--- src/rtl/lzx_dec_pkg.sv ---
// Shared definitions for the lzx scan decoder: mode encodings and the
// per-line active-low decode pattern.
package lzx_dec_pkg;

   localparam logic MODE_DIRECT = 1'b0;
   localparam logic MODE_SCAN   = 1'b1;

   // One bit of the all-ones / one-hot-low pattern: line is low only when
   // enabled and addressed. Callers loop it over the 2**AW lines.
   function automatic logic line_n(input logic [31:0] addr,
                                   input logic [31:0] line,
                                   input logic        en);
      return !(en && (addr == line));
   endfunction

endpackage

--- src/rtl/lzx_scan_decoder_onehot.sv ---
// Combinational AW-to-2**AW active-low line decoder with a single enable.
module lzx_onehot_dec
   import lzx_dec_pkg::*;
#(
   parameter int AW = 3
) (
   input  logic                 en,
   input  logic [AW-1:0]        a,
   output logic [(1<<AW)-1:0]   y_n
);

   always_comb begin
      y_n = '1;
      for (int i = 0; i < (1 << AW); i++) begin
         y_n[i] = line_n(32'(a), 32'(i), en);
      end
   end

endmodule

--- src/rtl/lzx_scan_decoder.sv ---
// Registered 74HC138-style decoder with auto-scan. Define LZX_SCAN_BLANK_EN
// to insert one all-off blanking cycle on every scan advance.
module lzx_scan_decoder
   import lzx_dec_pkg::*;
#(
   parameter int AW = 3,
   parameter int DW = 8
) (
   input  logic                 clk,
   input  logic                 rst_n,
   input  logic                 e1_n,
   input  logic                 e2_n,
   input  logic                 e3,
   input  logic                 mode,
   input  logic [AW-1:0]        a,
   input  logic [DW-1:0]        dwell,
   input  logic [AW-1:0]        scan_last,
   output logic [(1<<AW)-1:0]   y_n,
   output logic [AW-1:0]        cur_addr,
   output logic                 frame_tick
);

   logic                 en;
   logic                 en_q;
   logic [AW-1:0]        scan_addr, scan_addr_nx;
   logic [DW-1:0]        dwell_cnt, dwell_cnt_nx, dwell_eff;
   logic                 advance, wrap;
   logic [AW-1:0]        dec_addr;
   logic                 dec_en;
   logic [(1<<AW)-1:0]   dec_y_n;

   assign en = !e1_n && !e2_n && e3;

   // en_q gates counting so the first enabled edge only loads the line.
   always_comb begin
      dwell_eff = dwell;
`ifdef LZX_SCAN_BLANK_EN
      if (dwell == '0) dwell_eff = DW'(1);
`endif
      advance      = en_q && (dwell_cnt == dwell_eff);
      wrap         = advance && (scan_addr >= scan_last);
      scan_addr_nx = scan_addr;
      dwell_cnt_nx = dwell_cnt;
      if (advance) begin
         dwell_cnt_nx = '0;
         scan_addr_nx = wrap ? '0 : scan_addr + 1'b1;
      end else if (en_q) begin
         dwell_cnt_nx = dwell_cnt + 1'b1;
      end
      dec_addr = (mode == MODE_SCAN) ? scan_addr_nx : a;
      dec_en   = 1'b1;
`ifdef LZX_SCAN_BLANK_EN
      if ((mode == MODE_SCAN) && advance) dec_en = 1'b0;
`endif
   end

   lzx_onehot_dec #(.AW(AW)) u_dec (
      .en  (dec_en),
      .a   (dec_addr),
      .y_n (dec_y_n)
   );

   always_ff @(posedge clk or negedge rst_n) begin
      if (!rst_n) begin
         en_q       <= 1'b0;
         scan_addr  <= '0;
         dwell_cnt  <= '0;
         y_n        <= '1;
         cur_addr   <= '0;
         frame_tick <= 1'b0;
      end else begin
         en_q <= en;
         if (!en) begin
            y_n        <= '1;
            frame_tick <= 1'b0;
         end else begin
            y_n      <= dec_y_n;
            cur_addr <= dec_addr;
            if (mode == MODE_DIRECT) begin
               scan_addr  <= '0;
               dwell_cnt  <= '0;
               frame_tick <= 1'b0;
            end else begin
               scan_addr  <= scan_addr_nx;
               dwell_cnt  <= dwell_cnt_nx;
               frame_tick <= wrap;
            end
         end
      end
   end

endmodule

--- config.mk ---
export PLATFORM = sky130hd
export DESIGN_NAME = lzx_scan_decoder
export DESIGN_NICKNAME = d
export VERILOG_FILES = /design/src/rtl/lzx_dec_pkg.sv /design/src/rtl/lzx_scan_decoder_onehot.sv /design/src/rtl/lzx_scan_decoder.sv
export SDC_FILE = /design/constraint.sdc
export NUM_CORES = 1
export LEC_CHECK = 0
export CORE_UTILIZATION = 65
export DETAILED_ROUTE_END_ITERATION = 12
export DONT_BUFFER_PORTS = 1
export PLACE_DENSITY_LB_ADDON = 0.1
export SLEW_MARGIN = 15
export SYNTH_ARGS = -nofsm -noshare
export SYNTH_HDL_FRONTEND = slang
export SYNTH_HIERARCHICAL = 1
export SYNTH_SLANG_ARGS = --single-unit
--- constraint.sdc ---
create_clock -name clk -period 3.5 [get_ports clk]
set_input_delay 0.7 -clock clk [delete_from_list [all_inputs] [get_ports clk]]
set_output_delay 0.7 -clock clk [all_outputs]
set_load 0.02 [all_outputs]
Word-level counts from Yosys, hierarchy flattened:

Cells that the tools add are included.
Widths: inputs -> output; s select.

* flip-flop bits (word level): 24
* bits of input ports: 20
* logic and storage cells: 44

* $add $sub $neg: 2
* $lt $le $gt $ge: 1
* eq/ne operators: 9
* multiplexer cells: 10
* reductions and logical operators: 16

Operators with widths (count)
* $mux 8: 4
* $eq 3x3->1 const B: 4
* $mux 3: 4
* $logic_not 1->1: 10
* $add 8x1->8 const B: 1
* $eq 8x8->1: 1
* $eq 3x2->1 const B: 2
* $logic_and 1x1->1: 4
* $add 3x1->3 const B: 1
* $eq 3x1->1 const B: 1
* $ge 3x3->1: 1
* $logic_not 3->1: 1
* $ne 3x1->1 const B: 1
* $mux 1: 2
* $reduce_and 2->1: 1

Longest topological paths before layout:

Gate-level depths: netlist of the first run.

* depth after elaboration: 9
* mapped depth: 9
* depth with buffers taken out: 9

Modules after synthesis:

Netlist of the first run, hierarchy kept.

By module, submodules not included
* lzx_scan_decoder: instances 1, cells an instance 135, area an instance 1323.8 um^2, seq. area each 610.6 um^2
* lzx_onehot_dec: instances 1, cells an instance 8, area an instance 76.3 um^2, seq. area each 0.0 um^2

Worst setup path after synthesis of the first run:

OpenSTA, ideal clock, no wires.

* path type: input -> register
* start point: in dwell[3]
* end point: reg y_n[0]
* setup time: 80 ps
* arrival: 2470 ps
* required time: 3420 ps
* setup slack: 950 ps
* stages: 7
* path through: xnor2_1 > nand4_2 > nor3_2 > mux2i_1 > a21oi_1 > or4b_1 > nand2b_1

* cells in the longest elaborated chain, start to end: 9

RTL lines
* from (decl): line lzx_scan_decoder.sv:16 `input logic [DW-1:0] dwell,`
* $eq 8x8->1 (*): line lzx_scan_decoder.sv:40 `advance = en_q && (dwell_cnt == dwell_eff);`
* $logic_and 1x1->1 (*): line lzx_scan_decoder.sv:40
* $logic_and 1x1->1: line lzx_scan_decoder.sv:41 `wrap = advance && (scan_addr >= scan_last);`
* $mux 3: line lzx_scan_decoder.sv:46 `scan_addr_nx = wrap ? '0 : scan_addr + 1'b1;`
* $mux 3 (*): line lzx_scan_decoder.sv:44 `if (advance) begin`
* $mux 3 (*): line lzx_scan_decoder.sv:50 `dec_addr = (mode == MODE_SCAN) ? scan_addr_nx : a;`
* net dec_addr[0]: line lzx_scan_decoder.sv:28 `logic [AW-1:0] dec_addr;`
* $logic_not 3->1 (*): line lzx_dec_pkg.sv:13 `return !(en && (addr == line));`
* $logic_not 1->1 (*): line lzx_dec_pkg.sv:13
* net dec_y_n[0]: line lzx_scan_decoder.sv:30 `logic [(1<<AW)-1:0] dec_y_n;`
* $mux 8 (*): line lzx_scan_decoder.sv:73 `if (!en) begin`
* to (signal assigned): line lzx_scan_decoder.sv:77 `y_n <= dec_y_n;`
* to (decl): line lzx_scan_decoder.sv:18 `output logic [(1<<AW)-1:0] y_n,`

The timed path passes the listed nets; every way through them passes the cells marked *.
A chain may end at the register's enable or synchronous reset.

Final worst setup path of the first run:

* start point: reg dwell_cnt[3]
* end point: reg y_n[0]

* cells in the longest elaborated chain, start to end: 9

RTL lines
* from (decl): line lzx_scan_decoder.sv:26 `logic [DW-1:0] dwell_cnt, dwell_cnt_nx, dwell_eff;`
* from (signal assigned): line lzx_scan_decoder.sv:85 `dwell_cnt <= dwell_cnt_nx;`
* $eq 8x8->1 (*): line lzx_scan_decoder.sv:40
* $logic_and 1x1->1 (*): line lzx_scan_decoder.sv:40
* $logic_and 1x1->1: line lzx_scan_decoder.sv:41
* $mux 3: line lzx_scan_decoder.sv:46
* $mux 3 (*): line lzx_scan_decoder.sv:44
* $mux 3 (*): line lzx_scan_decoder.sv:50
* net dec_addr[0]: line lzx_scan_decoder.sv:28
* $logic_not 3->1 (*): line lzx_dec_pkg.sv:13
* $logic_not 1->1 (*): line lzx_dec_pkg.sv:13
* net dec_y_n[0]: line lzx_scan_decoder.sv:30
* $mux 8 (*): line lzx_scan_decoder.sv:73

Marks and branches as above.

==> metrics.md, run 1 <==
| Metric | Value |
|---|---|
| Non-Filler Instances | roughly 180 |
| Area grow syn2layout | 7.51% |
| R2r worst-path depth | 7 |
| Worst Skew | around 2.8 ps |
| DIE HEIGHT | 48.4 um |
| Cell area after synthesis | between 1000 and 1500 um2 |
| Crit path buf inv count | 0 |
| Ant diodes | 0 |
| HPWL after DPL | 2000 um |
| Final Net Count | approximately 180 |
| Post-synth top flop | dfrtp_1 |
| Wire length per cell | approximately 15 um |
| Post-route ant nets | 0 |
| CTS resizes | 0 |
| Initial antenna violation count | 0 |
| Fmax | about 0.39 GHz |
| Top cells by area, synth | dfrtp_1 (29%), dfstp_2 (15%), ha_1 (4.5%) |
| Slowest CP cell | or4b_1 |
| Clock tree root driver cell | clkbuf_4 |
| Min Tclk post-route | 2590 ps |
| Post-synth cell types | 43 |
| Hold Vio Cnt, Final | 0 |
| Hold_ws | 65.0 ps |
| Max Slew Vio Count | 0 |
| Post-CTS Hold Buffers | 0 |
| CTS sink count | 24 |
| Worst-Skew Late Latency | 300 ps |
| Synth Register Bits | 24 |
| CTS tree | done |
| Max Cap Viol | 0 |
| Ys async rst share | 100% |
| Drt pass-1 iters | 4 |
| PortBufs | 0 |
| Via count | around 1,100 |
| CP Capture Type | flop |
| Setup slack, reg-to-reg | 910 ps |
| Vias in the first global route | 1,129 |
| Crit path kind | flop to flop |
| EDFF count, synth | 0 |
| Initial drt markers | 32 |
| Reg2reg end | y_n[0]$_DFF_PN1_ |
| Post-Synthesis Cells | 143 |
| Pwr Density | between 400 and 500 nW/um2 |
| Largest net degree at the start of global routing | 25 |
| Crit path DAT | roughly 2800 ps |
| Cells along the critical path | xnor2_1 > nand4_2 > nor3_2 > mux2i_1 > a21oi_1 > or4b_1 > nand2b_1 |
| CP max FO | 8 |
| Area of the die | 2340 um2 |
| DP Cell Count | 175 |
| GR Util All Layers | 25.0% |
| Initial Util | 69.9% |
| Most instantiated cells after synthesis | dfrtp_1 (16), nand2_1 (14), nor2_1 (10), o21ai_0 (10), nand2b_1 (9) |
| Share of cells above drive strength 1 | about 14% |
| CP required | around 3700 ps |
| Most numerous cell in the Yosys netlist | dfrtp_1 |
| Seq/Total Area, Yosys | 43.6% |
| Endpoints failing setup | 0 |
| Mapped Avg Cell Area | 9.79 um2 |
| R2r startpoint | dwell_cnt[3]$_DFFE_PN0P_ |
| Yosys synthesis warning count | 6 |
| GR Overflow Total | 0 |
| Final wirelength | about 2700 um |
| Max IR drop VDD | 0.281 mV |
| Setup TNS | 0 ps |
| Row cnt | 16 |
| Static leakage | 0.623 nW |
| Hold Path Class | input pin to async pin |
| # Post-CTS Setup Buffers | 0 |
| Overall power | 0.616 mW |
| Core ar. | 2000 um2 |
| Ports | 32 |
| Die Wd | 48.4 um |
| Largest area contributor in the netlist | dfrtp_1 |
| RSZ-0062 raised after global routing | false |
| Clock transition at the registers of the reported paths | 130 ps |
| CTS buffer count | 3 |
| Max incr delay on CP | about 540 ps |
| Worst Setup Start Kind | flop |
| Clock buffer depth | 2 |
| Slew @ Worst Pin | 538 ps |
| Headroom to the max-slew limit | between 60% and 70% |
| Status | completed |
| Placer Congestion | 0.848 |
| Htree depth | 1 |
| Via density | 6.08 |
| First-pass GRT wire length | 4640 um |
| DRC Markers | 0 |
| Cell family with most CP delay | simple AND/OR/NAND/NOR gates |
| Top cell type's share of synthesized area | 28.6% |
| Period utilization | approximately three quarters |
[cell families (layout without fill, tap and decap cells)]
logic type,Yosys count,in the layout,share of synthesized area [%]
AOI/OAI and AO/OA,32,32,15.9
xor gates and xnor gates,8,8,5.54
adders and majority gates,5,5,4.47
buffers and inverters,9,11,2.41
DFF,24,24,43.6
muxes,3,3,2.23
other,1,8,0.268
and+or+nand+nor,61,61,25.6
[worst max-delay path by stage]
stage | slack (ps) | to | cells past startpoint | from
floorplan | 950 | y_n[0]$_DFF_PN1_ | 7 | dwell[3]
global placement | 790 | y_n[0]$_DFF_PN1_ | 7 | dwell[3]
detailed placement | 700 | y_n[0]$_DFF_PN1_ | 7 | dwell[7]
CTS | 910 | y_n[0]$_DFF_PN1_ | 7 | dwell_cnt[3]$_DFFE_PN0P_
global route | 710 | y_n[0]$_DFF_PN1_ | 7 | dwell_cnt[3]$_DFFE_PN0P_
finish | 910 | y_n[0]$_DFF_PN1_ | 7 | dwell_cnt[3]$_DFFE_PN0P_
[layout make-up]
type                       instances  area, um2
sequential                        24        611
clock inverter                     1       30.0
clock buffer                       3       22.5
tap                               27       33.8
multi-input combinational        117        782
fill                             151        497
inverter                           7       26.3
[metrics by stage]
step / setup WS, ps / area (um2) / util [%]
after floorplan: 950 / 1430 / -
after global placement: 793 / 1450 / 72.6
after CTS: 912 / 1510 / 75.2
after detailed placement: 700 / 1450 / 72.6
after global routing: 711 / 1510 / 75.2
final: 906 / 1510 / 75.2
[per-layer routing]
metal,up-vias,wire length [um],global-route usage [%]
met5,-,0,0
met4,0,21,12.3
met3,2,161,3.14
met2,47,1390,44.1
met1,516,1110,30.1
li1,524,-,-
[cells in the final DEF (no fill, tap or decap), drive strengths merged, types with 2 or more instances in the layout]
master / Yosys / final
a21oi: 6 / 6
a22o: 4 / 4
and3: 4 / 4
clkbuf: 2 / 3
conb: 1 / 8
dfrtp: 16 / 16
dfstp: 8 / 8
ha: 5 / 5
inv: 6 / 6
mux2i: 2 / 2
nand2: 14 / 14
nand2b: 9 / 9
nand3: 5 / 5
nand4: 2 / 2
nand4b: 3 / 3
nand4bb: 3 / 3
nor2: 10 / 10
nor2b: 3 / 3
nor3: 4 / 4
o21ai: 11 / 11
o31ai: 2 / 2
xnor2: 8 / 8
[registers in the layout, summed over array words and instances, names as in the netlist]
signal,count
y_n,8
frame_tick,1
en_q,1
cur_addr,3
scan_addr,3
dwell_cnt,8
[report_power, final]
group,internal [mW],total (mW),switching [mW]
Sequential,0.296,0.326,0.0298
Clock,0.116,0.196,0.0806
Combinational,0.0438,0.0934,0.0496
Total,0.456,0.616,0.160
(Power assumes the default switching activity.)
==> run 2, diff against run 1 <==
- CORE_UTILIZATION: 65 -> 62
- clock period: 3.5 -> 2.5 ns (I/O delays scaled with it)
==> run 2 against run 1 <==
Against the previous run: fmax is 9.8% higher; critical path depth is 2 higher; via count is 6.7% higher; global-route usage is 1.7 points higher; largest cell class unchanged; final area is 5.7% higher; non-clock buffer count is 8 higher; power is 44% higher; wire length is 13% higher; count of clock-buffer cells in the layout stayed put; combinational power is 60% higher; critical endpoint unchanged; final cell count is 4.5% higher; sequential share of layout area is 2.2 points lower.
==> metrics.md, run 2 (synthesis results as in run 1) <==
| Metric | Value |
|---|---|
| Pre-CTS setup slack | 35.6 ps (was 700 ps) |
| CTS buffer count | 3 (unchanged) |
| Max incr delay on CP | 540 ps (about the same) |
| Worst Skew | 0.808 ps (was 2.78 ps) |
| CP max FO | 8 (unchanged) |
| Top Registers | dwell_cnt x8, y_n x8 (unchanged) |
| Max Cap Viol | 0 (unchanged) |
| Crit-path most repeated cell | nand2b_1 |
| Crit path buf inv count | 1 (was 0) |
| Final wirelength | 3020 um (was 2680 um) |
| Largest net degree at the start of global routing | 24 (was 25) |
| DIE HEIGHT | 49.5 um (was 48.4 um) |
| Worst-Skew Late Latency | 310 ps (was 300 ps) |
| Vias in the first global route | 1,162 (was 1,129) |
| Post-route ant nets | 0 (unchanged) |
| CP Capture Type | flop (unchanged) |
| CTS sink count | 24 (unchanged) |
| Htree depth | 1 (unchanged) |
| Hold Path Class | input pin to flop (was input pin to async pin) |
| Clock transition at the registers of the reported paths | 130 ps (about the same) |
| Min Tclk post-route | 2360 ps (was 2590 ps) |
| Hold_ws | 333 ps (was 65.0 ps) |
| Share of cells above drive strength 1 | 18.8% (was 14.5%) |
| Period utilization | 94.5% (was 74.1%) |
| Via density | 6.21 (was 6.08) |
| HPWL after DPL | 2050 um (was 2000 um) |
| Max IR drop VDD | 0.429 mV (was 0.281 mV) |
| Ant diodes | 0 (unchanged) |
| Row cnt | 16 (unchanged) |
| Initial antenna violation count | 0 (unchanged) |
| Drt pass-1 iters | 4 (unchanged) |
| Setup TNS | 0 ps (unchanged) |
| Clock tree root driver cell | clkbuf_4 (unchanged) |
| Pwr Density | 557 nW/um2 (was 409 nW/um2) |
| Slew @ Worst Pin | 1010 ps (was 538 ps) |
| CP required | 2760 ps (was 3740 ps) |
| Status | completed (unchanged) |
| Static leakage | 0.677 nW (was 0.623 nW) |
| CTS tree | done (unchanged) |
| Crit path kind | flop to flop (unchanged) |
| PortBufs | 0 (unchanged) |
| Core ar. | 2040 um2 (was 2000 um2) |
| Endpoints failing setup | 0 (unchanged) |
| Headroom to the max-slew limit | 32.3% (was 64.0%) |
| GR Overflow Total | 0 (unchanged) |
| Area of the die | 2450 um2 (was 2340 um2) |
| Slowest CP cell | or4b_1 (unchanged) |
| First-pass GRT wire length | 5020 um (was 4640 um) |
| Area grow syn2layout | 13.6% (was 7.51%) |
| Initial Util | 68.6% (was 69.9%) |
| Hold Vio Cnt, Final | 0 (unchanged) |
| DRC Markers | 0 (unchanged) |
| Final Net Count | 186 (was 178) |
| GR Util All Layers | 26.7% (was 25.0%) |
| Most frequent cells in the layout | dfrtp_1 (16), nand2_1 (14), o21ai_0 (10) (was dfrtp_1 (16), nand2_1 (14), nor2_1 (10), o21ai_0 (10), nand2b_1 (9)) |
| Die Wd | 49.5 um (was 48.4 um) |
| Wire length per cell | 16.1 um (was 15.0 um) |
| Cell family with most CP delay | simple AND/OR/NAND/NOR gates (unchanged) |
| Final WS setup | 138 ps (was 906 ps) |
| Ports | 32 (unchanged) |
| Worst Setup Start Kind | flop (unchanged) |
| Crit path DAT | 2620 ps (was 2830 ps) |
| Clock buffer depth | 2 (unchanged) |
| Cells along the critical path | inv_1 > ha_1 > nand2b_1 > a311oi_1 > nor4_2 > o221a_2 > nor2_4 > or4b_1 > nand2b_1 (was xnor2_1 > nand4_2 > nor3_2 > mux2i_1 > a21oi_1 > or4b_1 > nand2b_1) |
| Fmax | 0.423 GHz (was 0.386 GHz) |
| Max Slew Vio Count | 0 (unchanged) |
| Via count | 1,162 (was 1,089) |
| Initial drt markers | 42 (was 32) |
| Most common cell after layout, fill and taps aside | dfrtp_1 (unchanged) |
| Placer Congestion | 0.855 (was 0.848) |
[run 2: layout make-up]
cell class              count  area [um2]
clock buffers               3        22.5
fillers                   137         452
repair buffers              8        65.1
inverters                   7        26.3
multi-input cells         117         802
flip-flops and latches     24         611
clock inverters             1        30.0
well taps                  27        33.8
[run 2: where the power goes]
group	switching, mW	leakage (nW)	internal, mW
logic	0.0815	0.372	0.0678
registers	0.0423	0.277	0.415
clock network	0.117	0.0279	0.162
[run 2: metal layers]
metal | global-route usage (%) | up-vias | part of all wire, %
met5 | 0 | - | 0
met4 | 9.05 | 0 | 0.70
met3 | 7.41 | 2 | 4.9
met2 | 43.0 | 34 | 50
met1 | 34.6 | 579 | 45
li1 | - | 547 | -
[run 2: worst reg2reg max path, cell delays in order, from the launching register on]
cell      delay [ps]
dfrtp_1          450
inv_1             80
ha_1             260
nand2b_1         120
a311oi_1         120
nor4_2           200
o221a_2          300
nor2_4            80
or4b_1           540
nand2b_1         170
[run 2: what timing repair did]
item	4_1_cts	5_1_grt
setup endpoints to repair	0	8
buffers inserted	0	2
hold endpoints to repair	23	0
hold buffers	2	0
gates resized for setup	0	4
[run 2: per-stage QoR]
stage	power (mW)	cells	area (um2)	utilization (%)
floorplan	0.564	150	1430	-
global placement	0.588	179	1480	72.6
detailed placement	0.596	179	1480	72.6
CTS	0.884	185	1560	76.2
global route	0.924	187	1590	77.9
finish	0.885	187	1590	77.9
[run 2: final timing paths]
path                                           from                        to  slack [ps]  depth (start not counted)
max                        scan_addr[0]$_DFFE_PN0P_          y_n[0]$_DFF_PN1_         140                          9
min                                            mode   cur_addr[1]$_DFFE_PN0P_         330                          2
max reg2reg                scan_addr[0]$_DFFE_PN0P_          y_n[0]$_DFF_PN1_         140                          9
min reg2reg                dwell_cnt[7]$_DFFE_PN0P_  dwell_cnt[7]$_DFFE_PN0P_         590                          1
max in group asynchronous                     rst_n   cur_addr[0]$_DFFE_PN0P_        1110                          1
min in group asynchronous                     rst_n          y_n[0]$_DFF_PN1_         600                          1
